### config.mk
export PLATFORM = sky130hd
export DESIGN_NAME = serial_subtractor
export DESIGN_NICKNAME = d
export VERILOG_FILES = /design/src/rtl/serial_subtractor.sv
export SDC_FILE = /design/constraint.sdc
export NUM_CORES = 1
export LEC_CHECK = 0
export ABC_AREA = 0
export CAP_MARGIN = 20
export CORE_UTILIZATION = 40
export CTS_CLUSTER_DIAMETER = 150
export DETAILED_ROUTE_END_ITERATION = 16
export PLACE_DENSITY = 0.7
export SYNTH_ARGS = -nofsm -noshare
export SYNTH_HDL_FRONTEND = slang
export SYNTH_SLANG_ARGS = --single-unit
### constraint.sdc
create_clock -name clk -period 2.2 [get_ports clk]
set_input_delay 0.44 -clock clk [delete_from_list [all_inputs] [get_ports clk]]
set_output_delay 0.44 -clock clk [all_outputs]
set_load 0.1 [all_outputs]
### src/rtl/serial_subtractor.sv
// Digit-serial subtractor: D = A - B - BIN over WIDTH bits, DIGIT bits per clock.
// Optional macro SERIAL_SUBTRACTOR_OVF_EN adds a signed-overflow output 'ovf'.
module serial_subtractor #(
  parameter int WIDTH = 8,
  parameter int DIGIT = 1
) (
  input  logic             clk,
  input  logic             rst,
  input  logic             start,
  input  logic [WIDTH-1:0] a,
  input  logic [WIDTH-1:0] b,
  input  logic             bin,
  output logic             busy,
  output logic             done,
  output logic [WIDTH-1:0] d,
  output logic             borrow
`ifdef SERIAL_SUBTRACTOR_OVF_EN
  ,
  output logic             ovf
`endif
);

  localparam int N  = (DIGIT > 0) ? (WIDTH / DIGIT) : 1;
  localparam int CW = (N > 1) ? $clog2(N) : 1;

  localparam logic [1:0] IDLE = 2'd0;
  localparam logic [1:0] RUN  = 2'd1;
  localparam logic [1:0] DONE = 2'd2;

  // Illegal WIDTH/DIGIT combinations must stop elaboration.
  generate
    if (WIDTH < 1) begin : g_bad_width
      $error("serial_subtractor: WIDTH must be at least 1");
    end else if (DIGIT < 1 || DIGIT > WIDTH) begin : g_bad_digit
      $error("serial_subtractor: DIGIT must be in 1..WIDTH");
    end else if ((WIDTH % DIGIT) != 0) begin : g_bad_ratio
      $error("serial_subtractor: WIDTH must be a multiple of DIGIT");
    end
  endgenerate

  logic [1:0]       state;
  logic [WIDTH-1:0] a_sh;
  logic [WIDTH-1:0] b_sh;
  logic [WIDTH-1:0] res;
  logic             br;
  logic [CW-1:0]    cnt;

  logic [DIGIT-1:0] a_k;
  logic [DIGIT-1:0] b_k;
  logic [DIGIT-1:0] diff;
  logic             br_next;
  logic [WIDTH-1:0] res_next;
  logic             last;

  assign a_k = a_sh[DIGIT-1:0];
  assign b_k = b_sh[DIGIT-1:0];

  // The extra top bit of a (DIGIT+1)-bit subtraction is exactly a_k < b_k + br.
  assign {br_next, diff} = {1'b0, a_k} - {1'b0, b_k} - {{DIGIT{1'b0}}, br};

  assign last = (cnt == CW'(N - 1));
  assign busy = (state == RUN);
  assign done = (state == DONE);

  // New digits enter at the top, so after N steps digit 0 sits at the LSB end.
  generate
    if (DIGIT == WIDTH) begin : g_single
      assign res_next = diff;
    end else begin : g_multi
      assign res_next = {diff, res[WIDTH-1:DIGIT]};
    end
  endgenerate

  always_ff @(posedge clk) begin
    if (rst) begin
      state  <= IDLE;
      a_sh   <= '0;
      b_sh   <= '0;
      res    <= '0;
      br     <= 1'b0;
      cnt    <= '0;
      d      <= '0;
      borrow <= 1'b0;
    end else begin
      case (state)
        IDLE, DONE: begin
          if (start) begin
            a_sh  <= a;
            b_sh  <= b;
            br    <= bin;
            res   <= '0;
            cnt   <= '0;
            state <= RUN;
          end else begin
            state <= IDLE;
          end
        end
        RUN: begin
          a_sh <= a_sh >> DIGIT;
          b_sh <= b_sh >> DIGIT;
          br   <= br_next;
          res  <= res_next;
          cnt  <= cnt + CW'(1);
          if (last) begin
            d      <= res_next;
            borrow <= br_next;
            state  <= DONE;
          end
        end
        default: state <= IDLE;
      endcase
    end
  end

`ifdef SERIAL_SUBTRACTOR_OVF_EN
  logic a_msb;
  logic b_msb;

  // Operand sign bits are kept because the shift registers lose them during RUN.
  always_ff @(posedge clk) begin
    if (rst) begin
      a_msb <= 1'b0;
      b_msb <= 1'b0;
      ovf   <= 1'b0;
    end else begin
      if ((state == IDLE || state == DONE) && start) begin
        a_msb <= a[WIDTH-1];
        b_msb <= b[WIDTH-1];
      end
      if (state == RUN && last) begin
        ovf <= (a_msb != b_msb) && (res_next[WIDTH-1] != a_msb);
      end
    end
  end
`endif

endmodule
==> out/metrics.sh, run 1 <==
SEQ_AREA_UM2=761
CTS_H_TREE_DEPTH=2
TOTAL_SWITCHING_POWER_W=0.000372
SYNTH.TOP_CELL.AREA_SHARE_PCT=47.1
YS_SEQ_ELEMENTS=38
CORE_AREA_UM2=3770
SYN_AREA_PER_CELL_UM2=8.49
CLOCKBUFFERDEPTH=2
TIMING.FMAX_GHz=0.576
CTS.HOLD.BUFFERS_ADDED=0
WORSTSETUPSTARTPOINTTYPE='register'
CRIT_PATH_CAPTURE_TYPE='output port'
CLOCK_INSERTION_DELAY_WORST_SKEW_PS=280
DETAIL_ROUTE.ITER0.VIOLATIONS=83
GRT_PASS1_VIAS=1154
TIMING.HOLD.WORST.START='d[5]'
CRITICAL_PATH.REG2REG.ENDPOINT='br'
DIE_W_UM=65.5
PORT-BUFFER-COUNT=30
REMAINING_DRC_ERRORS=0
TIMING_MAX_TRANSITION_VIOLATIONS_FINAL=0
DIE-AREA_UM2=4290
GPL.FINAL_WEIGHTED_CONGESTION=0.730
PWR-SHARE-SEQ_PCT=51.6
NETLIST.TOP_CELL.BY_AREA='sky130_fd_sc_hd__dfxtp_1'
TIMING.HOLD.WORST_PATH_DEPTH=2
FINAL_LAYOUT_SIZE_SUFFIX_GT1_SHARE_PCT=16.1
INSTANCE_COUNT_OF_THE_MAPPED_NETLIST=190
YOSYS_WARNINGS=0
HOLD_PATH_END='d[5]'
PIN_COUNT=31
DIEHEIGHT_UM=65.5
POWER.SHARE.CLOCK_PCT=34.1
HOLD_PATH.CLASS='reg -> reg'
POST_DRT_WL_PER_CELL_UM=11.4
FILLER_CELL_COUNT=344
POWER.DENSITY_CELL_AREA_nW_PER_UM2=719
WORST_SLEW_MARGIN_REL_PCT=70.0
IRDROPWORSTVDD_V=0.000371
FIRST_PASS_ITERS=4
SETUP_VIOL=0
REG2REG_SETUP_SLACK_PS=870
R2R_CELLS=4
ANTENNADIODECOUNT=0
TRITONCTS_NUM_SINKS=38
REGISTER_AREA_SHARE_AFTER_SYNTHESIS_PCT=47.1
CRITPATHARRIVALTIME_PS=1300
SYNTH.TOP_CELLS.BY_AREA='sky130_fd_sc_hd__dfxtp_1, sky130_fd_sc_hd__nand2_1, sky130_fd_sc_hd__a311oi_2'
MAX_SLEW.WORST_PIN.SLEW_PS=450
MIN_PERIOD_OVER_PERIOD_PCT=78.9
POWER_SWITCHING_SHARE_PCT=25.9
SYNTH.DISTINCT_CELLS=20
FINAL_UTIL_PCT=53.0
RUN_STATUS='completed'
ROUTED_WIRELENGTH_UM=3030
MULTIINPUTGATEAREA_UM2=737
CRIT_REG_REG_STARTPOINT='state[1]'
LAYOUT-AREA-OVERHEAD-VS-SYNTH_PCT=23.9
START_UTIL_PCT=42.8
WORSTSETUPPATHTYPE='reg -> out'
POST_SYNTH_DESIGN_CELL_AREA_UM2=1610
FP-ROW-COUNT=22
RSZ0062_AT_GRT='no'
HOLD_VIOL_FINAL=0
CRITICAL_PATH_PEAK_FANOUT=21
POST-CTS-SETUP-BUFFER-COUNT=0
GRT_FIRST_PASS_WIRELENGTH_UM=5180
GRT_MAX_DEGREE=44
STATIC_LEAKAGE_nW=0.739
FINAL_ANTENNA_NET_COUNT=0
GR_UTIL_ALL_LAYERS_PCT=15.9
GRT_ANTENNA_BEFORE_REPAIR=0
GLOBALROUTEOVERFLOWTOTAL=0
MAX_CAP_VIOL_COUNT=0
CLOCK_TREE_FROM_TRITONCTS='yes'
ROUTE.VIAS.TOTAL=1340
PWR-SHARE-COMB_PCT=14.3
CTS_ROOT_BUFFER='sky130_fd_sc_hd__clkbuf_8'
FINAL_NET_COUNT=240
COUNT_OF_CELLS_RESIZED_BY_POST_CTS_REPAIR=0
POST_SYNTH_NET_TOTAL=213
PERIOD_MINUS_SLACK_PS=1740
INTERNAL-POWER_W=0.00107
ROUTED_VIA_DENSITY=5.04
CLK_PIN_SLEW_PS=70
FINAL.SETUP_SKEW_PS=4.00
FINAL_TNS_SETUP_PS=0
NUMCTSBUFFERS=5
DP_HPWL_UM=1910
REQUIRED_PS=1760
==> how the worst max path moves through the flow <==
stage | startpoint | end | slack [ps] | depth (start not counted)
after floorplan | state[0] | done | 100 | 1
after global placement | start | b_sh[0] | 480 | 5
after detailed placement | start | a_sh[1] | 470 | 5
after CTS | state[1] | busy | 440 | 3
after global routing | state[1] | busy | 330 | 3
final | state[1] | busy | 460 | 3
==> layout by cell type (no fill, tap or decap), drive strengths merged, types with 2 or more instances in the layout <==
cell	count
clkinv	2
ha	2
clkbuf	6
dfxtp	38
nand2	48
nor2	17
a311oi	16
nor2b	2
buf	18
nand3	20
a21oi	21
clkdlybuf4s50	19
nand2b	4
==> metal layers <==
layer	global-route usage [%]	vias up	part of all wire (%)
li1	-	700	-
met1	21.7	602	49
met2	22.8	32	43
met3	5.38	6	6.4
met4	6.52	0	1.8
met5	0	-	0
==> cell usage after synthesis <==
cell	n
sky130_fd_sc_hd__o21a_1	1
sky130_fd_sc_hd__nand2b_1	4
sky130_fd_sc_hd__buf_1	2
sky130_fd_sc_hd__a21oi_1	21
sky130_fd_sc_hd__ha_1	2
sky130_fd_sc_hd__clkinv_2	1
sky130_fd_sc_hd__inv_1	1
sky130_fd_sc_hd__nand3b_1	1
sky130_fd_sc_hd__a311oi_1	8
sky130_fd_sc_hd__nand2_1	48
sky130_fd_sc_hd__buf_2	5
sky130_fd_sc_hd__fa_1	1
sky130_fd_sc_hd__nor2b_1	2
sky130_fd_sc_hd__nor2_1	17
sky130_fd_sc_hd__buf_4	4
sky130_fd_sc_hd__nand3_1	20
sky130_fd_sc_hd__clkbuf_1	3
sky130_fd_sc_hd__buf_6	3
sky130_fd_sc_hd__a311oi_2	8
sky130_fd_sc_hd__dfxtp_1	38
==> logic make-up (layout without fill, tap and decap cells) <==
group                      count (synthesis)  count (layout)  share of synthesized area (%)
AOI/OAI and AO/OA                         38              38                           18.8
buffers and inverters                     19              47                           7.21
and+or+nand+nor                           92              92                           24.1
adders and majority gates                  3               3                           2.79
DFF                                       38              38                           47.1
==> worst max-delay path: stages, from the launching register on <==
cell                       delay (ps)
sky130_fd_sc_hd__dfxtp_1          330
sky130_fd_sc_hd__nand2b_1         140
sky130_fd_sc_hd__clkinv_2         260
sky130_fd_sc_hd__buf_12           270
==> layout make-up <==
cell class	instances	area share, %
Sequential cell	38	38.0
Multi-Input combinational cell	133	36.9
Timing Repair Buffer	37	16.9
Clock buffer	6	4.13
Tap cell	48	3.00
Clock inverter	2	0.626
Inverter	2	0.438
==> flip-flops by register name (all words and copies together) (netlist names) <==
| name | cells |
|---|---|
| b_sh | 8 |
| state | 2 |
| d | 8 |
| borrow | 1 |
| res | 7 |
| a_sh | 8 |
| cnt | 3 |
| br | 1 |
==> power by group through the flow <==
stage	Clock, W	Sequential, W	Combinational (W)
5_1_grt	0.000540	0.000748	0.000227
3_5_place_dp	0	0.000758	0.000207
4_1_cts	0.000501	0.000742	0.000208
2_1_floorplan	0	0.000753	0.000153
6_report	0.000490	0.000742	0.000206
3_3_place_gp	0	0.000758	0.000207
==> per-stage QoR <==
stage | setup WS, ps | instances | area [um2] | total power, W | hold WS [ps]
floorplan | 95.7 | 190 | 1610 | 0.000906 | 444
global placement | 480 | 258 | 1900 | 0.000965 | 449
detailed placement | 474 | 258 | 1900 | 0.000965 | 450
CTS | 443 | 266 | 2000 | 0.00145 | 460
global route | 328 | 266 | 2000 | 0.00151 | 491
finish | 464 | 266 | 2000 | 0.00144 | 458
Note: power is estimated with default switching activity, not from simulation.
==> run 2: changes to the inputs <==
==> constraint.sdc (replaced) <==
create_clock -name clk -period 1.65 [get_ports clk]
set_input_delay 0.33 -clock clk [delete_from_list [all_inputs] [get_ports clk]]
set_output_delay 0.33 -clock clk [all_outputs]
set_load 0.1 [all_outputs]
==> run 2 against run 1 <==
  * Non-clock buffer count is 2 higher
  * Final cell count grew 0.38%
  * Die area is the same
  * Design area rose by 6.9%
  * First-iteration DRC count rose by 27%
  * Clock skew hardly changed
  * Global-route usage is 2.1 points higher
  * Largest cell class unchanged
  * Highest routed layer unchanged
==> out/metrics.sh, run 2 (synthesis results as in run 1) <==
CRIT_PATH_CAPTURE_TYPE='output port'
TIMING_MAX_TRANSITION_VIOLATIONS_FINAL=0
POST-ROUTE-WORST-SETUP-SLACK_PS=107
NUMCTSBUFFERS=5
CLOCKBUFFERDEPTH=2
POWER.DENSITY_CELL_AREA_nW_PER_UM2=874
DETAIL_ROUTE.ITER0.VIOLATIONS=105
PRE_CTS_WS_PS=29.3
CLK_PIN_SLEW_PS=70
FINAL.SETUP_SKEW_PS=3.92
GR_UTIL_ALL_LAYERS_PCT=18.1
CP_SLOWEST_CELL='sky130_fd_sc_hd__dfxtp_1'
CRITICAL_PATH.REG2REG.ENDPOINT='b_sh[0]'
TIMING.HOLD.WORST.START='res[2]'
POST-CTS-SETUP-BUFFER-COUNT=0
CRITPATHARRIVALTIME_PS=1210
REMAINING_DRC_ERRORS=0
HOLD_VIOL_FINAL=0
MOST-COMMON-LAYOUT-CELLS='sky130_fd_sc_hd__nand2_1, sky130_fd_sc_hd__dfxtp_1, sky130_fd_sc_hd__a21oi_1'
LAYOUT-AREA-OVERHEAD-VS-SYNTH_PCT=32.4
CRIT_REG_REG_STARTPOINT='state[1]'
ROUTED_WIRELENGTH_UM=3330
SETUP_VIOL=0
CRITICAL_PATH_PEAK_FANOUT=13
TIMING.FMAX_GHz=0.648
HOLD_PATH.CLASS='reg -> reg'
MIN_PERIOD_OVER_PERIOD_PCT=93.5
CTS_H_TREE_DEPTH=2
CORE_AREA_UM2=3770
FINAL_TNS_SETUP_PS=0
DP_HPWL_UM=2170
GRT_FIRST_PASS_WIRELENGTH_UM=5870
FINAL_LAYOUT_SIZE_SUFFIX_GT1_SHARE_PCT=16.0
TOTAL_POWER_W=0.00187
RUN_STATUS='completed'
REQUIRED_PS=1320
POSTPLACECELLAREA_UM2=2060
WORSTSETUPSTARTPOINTTYPE='register'
TIMING.HOLD.WORST_PATH_DEPTH=2
GRT_MAX_DEGREE=39
WORST_SLEW_MARGIN_REL_PCT=73.4
GPL.FINAL_WEIGHTED_CONGESTION=0.732
CLOCK_TREE_FROM_TRITONCTS='yes'
FILLER_CELL_COUNT=350
FIRST_PASS_ITERS=4
GLOBALROUTEOVERFLOWTOTAL=0
PERIOD_MINUS_SLACK_PS=1540
IRDROPWORSTVDD_V=0.000384
FINAL_NET_COUNT=242
CRITICAL_PATH_CELL_BY_CELL='nand2b_1 > inv_4 > buf_12'
CPLARGESTDELAYFAMILY='flip-flops'
TIMING.CRITICAL_PATH.BUF_INV=2
POST_DRT_WL_PER_CELL_UM=12.5
REG2REG_SETUP_SLACK_PS=280
PIN_COUNT=31
ROUTE.VIAS.TOTAL=1391
FP-ROW-COUNT=22
R2R_CELLS=4
STATIC_LEAKAGE_nW=0.771
FINAL_ANTENNA_NET_COUNT=0
BIGGESTREGSBYFLOPS='a_sh: 8 flops, b_sh: 8 flops, d: 8 flops'
MAX_SLEW.WORST_PIN.SLEW_PS=399
LAYOUT_COMMONEST_CELL='sky130_fd_sc_hd__nand2_1'
GRT_ANTENNA_BEFORE_REPAIR=0
RSZ0062_AT_GRT='no'
DESIGN_AREA_UM2=2140
START_UTIL_PCT=42.8
HOLD_PATH_END='res[1]'
ANTENNADIODECOUNT=0
CLOCK_INSERTION_DELAY_WORST_SKEW_PS=290
ROUTED_VIA_DENSITY=5.21
CTS.HOLD.BUFFERS_ADDED=0
WORST_PATH_LARGEST_CELL_DELAY_PS=410
TIMING.HOLD.WS_PS=470
WORSTSETUPPATHTYPE='reg -> out'
DIE_W_UM=65.5
TRITONCTS_NUM_SINKS=38
PORT-BUFFER-COUNT=30
MAX_CAP_VIOL_COUNT=0
GRT_PASS1_VIAS=1348
DIE-AREA_UM2=4290
CTS_ROOT_BUFFER='sky130_fd_sc_hd__clkbuf_8'
DIEHEIGHT_UM=65.5
-- run 2: cell types whose count changed in the layout (fill, tap and decap cells not counted), sizes merged --
cell	delta
buf	+2
clkbuf	+1
clkinv	-2
clkinvlp	-1
inv	+1
-- run 2: layer usage --
layer	vias up	part of all wire, %	GRT usage [%]
li1	703	-	-
met1	662	47	21.9
met2	23	48	29.8
met3	3	3.7	5.21
met4	0	0.99	7.34
met5	-	0	0
-- run 2: power by group --
part	switching [W]	total, W	internal, W
sequential	0.0000285	0.000993	0.000964
clock	0.000296	0.000586	0.000291
combinational	0.000157	0.000288	0.000131
-- run 2: worst max-delay path by stage --
stage / depth (start not counted) / slack [ps] / end / from
floorplan: 1 / 180 / done / state[0]
global placement: 5 / 70 / a_sh[3] / start
detailed placement: 5 / 30 / b_sh[0] / start
CTS: 3 / 60 / busy / state[1]
global route: 3 / 9 / busy / state[0]
finish: 3 / 110 / busy / state[0]
-- run 2: metrics by stage --
stage	util (%)	cells
floorplan	-	190
global placement	54.6	260
detailed placement	54.6	260
CTS	56.6	267
global route	56.7	267
finish	56.7	267
-- run 2: area by class of cell --
cell class,instances,area (um2),area share [%]
inverter,2,10.0,0.468
sequential,38,761,35.6
multi-input combinational,133,739,34.6
clock buffer,7,76.3,3.57
timing repair buffer,39,490,23.0
tap,48,60.1,2.81
-- run 2: worst min-delay path, stage by stage, from the launching register on --
cell and delay [ps]:
sky130_fd_sc_hd__dfxtp_1 320, sky130_fd_sc_hd__nand2_1 60, sky130_fd_sc_hd__a21oi_1 50
-- run 2: timing repair --
action	in CTS	in global routing
resized for setup	0	1
endpoints found under the setup margin	0	1
endpoints found under the hold margin	0	0
